===== src/rtl/weight_seq_pkg.sv =====
// weight_seq_pkg: shared widths, memory depth and FSM state type for the weight fetch sequencer
package weight_seq_pkg;
  localparam int ADDR_W = 16;
  localparam int DATA_W = 32;
  localparam int DIM_W = 10;
  localparam int DEPTH = 3921;
  typedef enum logic [1:0] {IDLE, RUN, FLUSH, DONE} state_t;
endpackage


===== src/rtl/weight_seq_rc_counter.sv =====
// weight_seq_rc_counter: row-major row/column counter with latched dimensions, advance and terminal flags
module weight_seq_rc_counter #(
  parameter int DIM_W = weight_seq_pkg::DIM_W
) (
  input  logic             clk,
  input  logic             rst,
  input  logic             load,
  input  logic             adv,
  input  logic [DIM_W-1:0] rows,
  input  logic [DIM_W-1:0] cols,
  output logic [DIM_W-1:0] row,
  output logic [DIM_W-1:0] col,
  output logic             last_col,
  output logic             last,
  output logic             empty
);
  import weight_seq_pkg::*;
  logic [DIM_W-1:0] nr, nc;
  always_ff @(posedge clk) begin
    if (rst) begin
      nr <= '0;
      nc <= '0;
      row <= '0;
      col <= '0;
    end else if (load) begin
      nr <= rows;
      nc <= cols;
      row <= '0;
      col <= '0;
    end else if (adv) begin
      col <= last_col ? '0 : col + DIM_W'(1);
      row <= last_col ? row + DIM_W'(1) : row;
    end
  end
  assign last_col = col == nc - DIM_W'(1);
  assign last = last_col && row == nr - DIM_W'(1);
  assign empty = nr == '0 || nc == '0;
endmodule


===== src/rtl/weight_fetch_sequencer.sv =====
// weight_fetch_sequencer: streams a row-major weight block from memory over valid/ready; bounds check under WEIGHT_SEQ_BOUNDS_CHECK_EN
module weight_fetch_sequencer #(
  parameter int ADDR_W = weight_seq_pkg::ADDR_W,
  parameter int DATA_W = weight_seq_pkg::DATA_W,
  parameter int DEPTH = weight_seq_pkg::DEPTH,
  parameter int DIM_W = weight_seq_pkg::DIM_W
) (
  input  logic              clk,
  input  logic              rst,
  input  logic              start,
  input  logic [ADDR_W-1:0] base_addr,
  input  logic [DIM_W-1:0]  num_rows,
  input  logic [DIM_W-1:0]  num_cols,
  output logic [ADDR_W-1:0] mem_addr,
  input  logic [DATA_W-1:0] mem_data,
  output logic              w_valid,
  input  logic              w_ready,
  output logic [DATA_W-1:0] w_data,
  output logic [DIM_W-1:0]  w_row,
  output logic [DIM_W-1:0]  w_col,
  output logic              w_last_col,
  output logic              w_last,
  output logic              busy,
  output logic              done,
  output logic              err
);
  import weight_seq_pkg::*;
  state_t state, state_n;
  logic [ADDR_W-1:0] addr;
  logic [DIM_W-1:0] row, col;
  logic last_col, last, empty, oob, take, load;
`ifdef WEIGHT_SEQ_BOUNDS_CHECK_EN
  localparam int EW = ADDR_W + 2 * DIM_W;
  logic [EW-1:0] end_addr;
  logic err_q;
  assign end_addr = EW'(base_addr) + EW'(num_rows) * EW'(num_cols);
  assign oob = end_addr > EW'(DEPTH);
  always_ff @(posedge clk) err_q <= !rst && state == IDLE && start && oob;
  assign err = err_q;
`else
  assign oob = 1'b0;
  assign err = 1'b0;
`endif
  assign take = state == IDLE && start && !oob;
  assign load = state == RUN && !empty && (!w_valid || w_ready);
  weight_seq_rc_counter #(.DIM_W(DIM_W)) u_rc (
    .clk(clk), .rst(rst), .load(take), .adv(load), .rows(num_rows), .cols(num_cols),
    .row(row), .col(col), .last_col(last_col), .last(last), .empty(empty)
  );
  always_ff @(posedge clk) state <= rst ? IDLE : state_n;
  always_comb begin
    state_n = state;
    state_n = state == IDLE ? (take ? RUN : IDLE)
            : state == RUN ? (empty ? DONE : (load && last) ? FLUSH : RUN)
            : state == FLUSH ? ((w_valid && w_ready) ? DONE : FLUSH)
            : IDLE;
  end
  always_ff @(posedge clk) begin
    if (rst) begin
      addr <= '0;
      w_valid <= 1'b0;
      w_data <= '0;
      w_row <= '0;
      w_col <= '0;
      w_last_col <= 1'b0;
      w_last <= 1'b0;
    end else begin
      if (take) addr <= base_addr;
      else if (load) addr <= addr + ADDR_W'(1);
      if (load) begin
        w_valid <= 1'b1;
        w_data <= mem_data;
        w_row <= row;
        w_col <= col;
        w_last_col <= last_col;
        w_last <= last;
      end else if (w_ready) w_valid <= 1'b0;
    end
  end
  assign mem_addr = addr;
  assign busy = state != IDLE;
  assign done = state == DONE;
endmodule


===== config.mk =====
export PLATFORM = sky130hd
export DESIGN_NAME = weight_fetch_sequencer
export DESIGN_NICKNAME = d
export VERILOG_FILES = /design/src/rtl/weight_seq_pkg.sv /design/src/rtl/weight_seq_rc_counter.sv /design/src/rtl/weight_fetch_sequencer.sv
export SDC_FILE = /design/constraint.sdc
export NUM_CORES = 1
export LEC_CHECK = 0
export CORE_ASPECT_RATIO = 0.9
export CORE_MARGIN = 2
export CORE_UTILIZATION = 53
export CTS_BUF_LIST = sky130_fd_sc_hd__clkbuf_2 sky130_fd_sc_hd__clkbuf_4 sky130_fd_sc_hd__clkbuf_8
export DETAILED_ROUTE_END_ITERATION = 6
export GPL_TIMING_DRIVEN = 0
export HOLD_SLACK_MARGIN = 0.1
export PLACE_DENSITY = 0.89
export SYNTH_ARGS = -nofsm -noshare
export SYNTH_HDL_FRONTEND = slang
export SYNTH_SLANG_ARGS = --single-unit

===== constraint.sdc =====
create_clock -name clk -period 4.55 [get_ports clk]
set_clock_uncertainty 0.15 [all_clocks]
set_input_delay 1.1375 -clock clk [delete_from_list [all_inputs] [get_ports clk]]
set_output_delay 1.1375 -clock clk [all_outputs]
set_load 0.05 [all_outputs]

Yosys cells after proc, flatten, opt, wreduce, memory -nomap -nowiden:

Index checks and enable logic that the tools add are counted.

* bits in registers: 113
* output and inout port bits: 74
* logic and storage cells: 52

* add/subtract/negate cells: 5
* equality and inequality tests: 5
* muxes and demuxes: 12
* reductions and logical operators: 18

Operator list (number)
* 2-to-1 mux 16 bit: 2
* adder 10 x 1 -> 10 bit (second input constant): 2
* == test 10 bit: 2
* logical NOT 10 bit: 2
* subtractor 10 x 1 -> 10 bit (second input constant): 2
* adder 16 x 1 -> 16 bit (second input constant): 1
* 2-to-1 mux 10 bit: 1
* 2-to-1 mux 2 bit: 5
* logical AND 1 bit: 6
* nonzero test 2 bit: 3
* == test 2 bit (second input constant): 2
* 2-to-1 mux 1 bit: 4
* == test 2 x 1 -> 1 bit (second input constant): 1
* logical NOT 1 bit: 2
* logical NOT 2 bit: 1
* logical OR 1 bit: 2
* AND reduction 2 bit: 1
* OR reduction 2 bit: 1

Logic depth before layout (Yosys ltp):

* word-level depth: 10
* gate-level depth with buffers: 10

Hierarchy:

Synthesis repeated with hierarchy kept, for this count alone.

* cell total of the unflattened synthesis: 630
* area, all modules: 5170.0 um^2

By module, submodules not included
* weight_fetch_sequencer: times used 1, cells an instance 364, area an instance 2887.8 um^2, seq. area each 1461.4 um^2
* weight_seq_rc_counter: times used 1, cells an instance 266, area an instance 2282.2 um^2, seq. area each 800.8 um^2

Worst setup path before layout:

Ideal clock, no wire load.

* path kind: input -> register
* from: input port w_ready
* to: register u_rc.row[3]
* library setup time: 0.059 ns
* arrival: 2.375 ns
* required time: 4.341 ns
* setup slack: 1.966 ns
* cell stages on the path: 6
* buffers on the path: 1
* cells stage by stage: nand2b_1 and3_1 clkbuf_1 nand4_1 or4_1 nand2_1

* longest elaborated chain between the ends: 3

RTL lines
* start, declared: line weight_fetch_sequencer.sv:17 `input logic w_ready,`
* logical OR 1 bit: line weight_fetch_sequencer.sv:45 `assign load = state == RUN && !empty && (!w_valid || w_ready);`
* logical AND 1 bit: line weight_fetch_sequencer.sv:45
* AND reduction 2 bit (no source line)
* end signal, assigned: line weight_seq_rc_counter.sv:32 `row <= last_col ? row + DIM_W'(1) : row;`
* end, declared: line weight_seq_rc_counter.sv:11 `output logic [DIM_W-1:0] row,`

No other way between the ends.
A chain may end at the register's enable or synchronous reset.

Worst setup path after layout:

* from: register u_rc.nc[0]
* to: register addr[2], in the netlist mem_addr[2]

* longest elaborated chain between the ends: 6

RTL lines
* start, declared: line weight_seq_rc_counter.sv:18 `logic [DIM_W-1:0] nr, nc;`
* start signal, assigned: line weight_seq_rc_counter.sv:27 `nc <= cols;`
* logical NOT 10 bit: line weight_seq_rc_counter.sv:37 `assign empty = nr == '0 || nc == '0;`
* logical OR 1 bit: line weight_seq_rc_counter.sv:37
* logical NOT 1 bit: line weight_fetch_sequencer.sv:45
* logical AND 1 bit (2 in series): line weight_fetch_sequencer.sv:45
* nonzero test 2 bit (no source line)
* end signal, assigned: line weight_fetch_sequencer.sv:68 `if (take) addr <= base_addr;`
* end signal, assigned: line weight_fetch_sequencer.sv:69 `else if (load) addr <= addr + ADDR_W'(1);`
* end, declared: line weight_fetch_sequencer.sv:29 `logic [ADDR_W-1:0] addr;`

No other way between the ends.

==> out/qor.log <==
[status] run status finished, final reports clean
[timing] final-report setup violation count 0
[cells_and_area] proportion of layout cells with a drive suffix above 1 0.0509
[synthesis] post-synth cell types 54
[floorplan] floorplan row count 33
[synthesis] fraction of the yosys area taken by sequential cells 0.445
[global_route] aggregate global routing overflow 0
[detailed_routing] Routed Wire Length 15000 um
[worst_setup_path] Crit Path Max Fanout 10
[cells_and_area] end-of-flow core utilization 0.767
[power] cell-internal power 1.91 mW
[global_route] number of antenna violations at the first check in global routing 0
[cts] number of clock sinks 113
[timing] post-route fraction of the period consumed by the critical path 0.714
[global_route] largest net degree at the start of global routing 17
[timing] tightest slew margin relative to the limit 0.569
[floorplan] Die W 107 um
[timing] Setup WS post-layout 1.30 ns
[timing] total negative slack for setup checks 0 ns
[cts] CTS tree done
[power] Clock Power Share 0.311
[timing] maximum clock frequency 0.308 GHz
[power] Cell Pwr Density 422 nW/um^2
[hold_path] depth of the worst hold-timing path 2
[power] static leakage 2.52 nW
[place] placer's final routability congestion estimate 0.903
[worst_setup_path] reg2reg setup slack 1.30 ns
[cts] hold bufs inserted after CTS 0
[worst_setup_path] reg-to-reg endpoint mem_addr[2]
[hold_path] Hold Path Class reg2reg
[job] Maximum Capacitance Violations 0
[synthesis] Avg Inst Size Synth 7.81 um^2
[timing] final hold vios 0
[global_route] first-pass GRT wire length 24400 um
[worst_setup_path] Critical R2R Launch u_rc.nc[0]
[worst_setup_path] Worst Reg2Reg Path Length in Cells 10
[place] pre-CTS setup slack 0.984 ns
[cts] number of levels the H-tree was split into 4
[floorplan] Die Y-Extent 96.9 um
[cts] clock input transition at the sequential cells of the worst setup and hold paths 0.07 ns
[cells_and_area] Area growth syn-to-layout 38.8%
[synthesis] warning count from the yosys run 0
[global_route] All-Layer GR Usage 0.292
[cts] source-to-sink clock delay at the later pin of the worst-skew pair 0.44 ns
[cts] Root Buffer sky130_fd_sc_hd__clkbuf_8
[synthesis] proportion of register bits with asynchronous set or reset after synthesis 0
[detailed_routing] violation count after the first detailed-routing iteration 374
[cells_and_area] antenna fix cells 0
[cts] Post-CTS Setup Repair Bufs 0
[synthesis] number of nets produced by synthesis 728
[power] net switching power of the design 1.06 mW
[synthesis] number of enable flip-flop cells after synthesis 0
[timing] Final Max Tran Viols 0
[worst_setup_path] Data arrival, critical path 3.41 ns
[place] number of buffer cells added on primary ports 143
[cts] number of CTS-inserted buffers 17
[worst_setup_path] capturing instance or port of the critical path mem_addr[2]
[worst_setup_path] Crit. End Element register
[floorplan] starting utilization of the core area 0.553
[detailed_routing] Routed Antenna Nets 0
[power] net switching fraction of the power 0.358
[detailed_routing] remaining design rule violation count 0
[floorplan] number of ports placed on the die boundary 146
[cells_and_area] count of filler cells inserted in the layout 651
[timing] transition at the pin with the smallest max-transition slack 0.647 ns
[power] sequential group share of total power 0.388
[synthesis] number of instances in the synthesized netlist 651
[detailed_routing] Vias/cell 5.59
[detailed_routing] first drt pass iteration count 5
[worst_setup_path] category of the most critical setup path reg2reg
[global_route] number of global-route vias before repair 5193
[timing] unrepaired setup endpoints after global routing no
[synthesis] Syn Std Cell Area 5090 um^2
[floorplan] Die Footprint 10400 um^2
[worst_setup_path] Worst EP required 4.72 ns
[power] IR drop worst, VDD 254 uV
[power] combinational share of power 0.300
[cts] total of cells resized after clock tree synthesis 0
[worst_setup_path] Setup crit start u_rc.nc[0]
[timing] final period demand of the worst path 3.25 ns
[synthesis] count of state elements after synthesis 113
[cells_and_area] Nets 890
[synthesis] most frequently used flop master after synthesis sky130_fd_sc_hd__dfxtp_1
[detailed_routing] average wire per standard cell 15.9 um
[place] HPWL after detailed placement 10800 um
[floorplan] core region area 9210 um^2
[worst_setup_path] startpoint types register
[cts] deepest clock path buffer count 2
[detailed_routing] total number of vias 5293
[registers in the layout, summed over array words and instances, names as in the netlist]
register,cells
u_rc.nc,10
u_rc.col,10
w_last_col,1
w_last,1
w_valid,1
w_col,10
state,2
u_rc.nr,10
u_rc.row,10
mem_addr,16
w_data,32
w_row,10
[worst max-delay path, cell delays in order (launching register included)]
cell,delay [ns]
sky130_fd_sc_hd__dfxtp_1,0.38
sky130_fd_sc_hd__inv_1,0.09
sky130_fd_sc_hd__ha_1,0.23
sky130_fd_sc_hd__nor2b_1,0.39
sky130_fd_sc_hd__nand4_1,0.33
sky130_fd_sc_hd__nand3_1,0.22
sky130_fd_sc_hd__clkbuf_1,0.47
sky130_fd_sc_hd__buf_1,0.43
sky130_fd_sc_hd__nor3b_1,0.12
sky130_fd_sc_hd__a221oi_1,0.26
sky130_fd_sc_hd__nor2_1,0.06
[final cells by class]
cell class | count | area (um^2) | area share
Tap cell | 122 | 153 | 0.0216
Timing Repair Buffer | 143 | 1430 | 0.203
Inverter | 9 | 33.8 | 0.00479
Buffer | 42 | 170 | 0.0241
Multi-Input combinational cell | 487 | 2620 | 0.371
Clock inverter | 10 | 111 | 0.0158
Sequential cell | 113 | 2260 | 0.320
Clock buffer | 21 | 277 | 0.0392
[cells in the final DEF (no fill, tap or decap), types with 14 or more instances in the layout]
| master | n |
|---|---|
| sky130_fd_sc_hd__a21oi_1 | 83 |
| sky130_fd_sc_hd__dfxtp_1 | 113 |
| sky130_fd_sc_hd__clkbuf_1 | 34 |
| sky130_fd_sc_hd__clkbuf_8 | 19 |
| sky130_fd_sc_hd__nand2_1 | 174 |
| sky130_fd_sc_hd__clkdlybuf4s50_1 | 143 |
| sky130_fd_sc_hd__nor2_1 | 41 |
| sky130_fd_sc_hd__xnor2_1 | 14 |
| sky130_fd_sc_hd__xor2_1 | 23 |
| sky130_fd_sc_hd__nand3_1 | 15 |
[kinds of logic after synthesis]
family	share of synthesized area
multiplexers	0.00394
flip-flops	0.445
XOR/XNOR	0.0637
buffers and inverters	0.0401
AND/OR/NAND/NOR	0.286
AO/OA/AOI/OAI	0.149
other	0.000737
adder cells (fa/ha/maj)	0.0123
[metal layers]
layer  vias to the layer above  global-route usage  part of all wire
li1                       2552                   -                 -
met1                      2490               0.351              0.41
met2                       208               0.491              0.50
met3                        43              0.0809             0.067
met4                         0               0.113             0.029
met5                         -                   0                 0
[stage by stage]
stage	hold slack [ns]	instance area, um^2	std cells	total power [mW]
after floorplan	0.309	5090	651	1.74
after global placement	0.289	6670	916	2.02
after CTS	0.304	7060	947	2.97
after detailed placement	0.295	6670	916	2.05
final	0.301	7060	947	2.98
after global routing	0.321	7060	947	3.11
[cell usage after synthesis, drive strengths merged (2+ instances only)]
cell       n  area share
and3      13       0.016
a221oi     2      0.0047
nor2b      2      0.0025
xnor2     14       0.024
nand2    174        0.13
nand3b     5      0.0074
nand2b     7      0.0086
dfxtp    113        0.44
nor4       4      0.0061
o21ai      7      0.0069
a31oi      5      0.0061
nand4     11       0.014
inv        9      0.0066
ha         5       0.012
nand3     16       0.017
clkbuf    34       0.025
nor3b      2      0.0030
or4        6      0.0096
a2111oi    6       0.010
nor2      41       0.030
o211ai     6      0.0089
nor3      15       0.018
buf        8      0.0084
a21oi     83       0.082
xor2      23       0.040
a311oi     2      0.0034
nor4b      2      0.0047
or3        5      0.0061
a211oi    11       0.016
and2       7      0.0086
mux2i      2      0.0039
[power by group through the flow]
stage                     clock network [mW]  logic (mW)  registers, mW
after floorplan                            0       0.384           1.36
after global placement                     0       0.850           1.17
after CTS                              0.928       0.889           1.15
after detailed placement                   0       0.880           1.17
after global routing                   0.986       0.955           1.17
final                                  0.927       0.894           1.15
[how the worst min path moves through the flow]
stage                from    endpoint
6_report         w_col[8]    w_col[8]
5_1_grt          w_col[8]    w_col[8]
4_1_cts          w_col[8]    w_col[8]
3_5_place_dp     w_col[8]    w_col[8]
3_3_place_gp       w_last      w_last
2_1_floorplan  u_rc.nr[5]  u_rc.nr[5]
(Power assumes the default switching activity.)
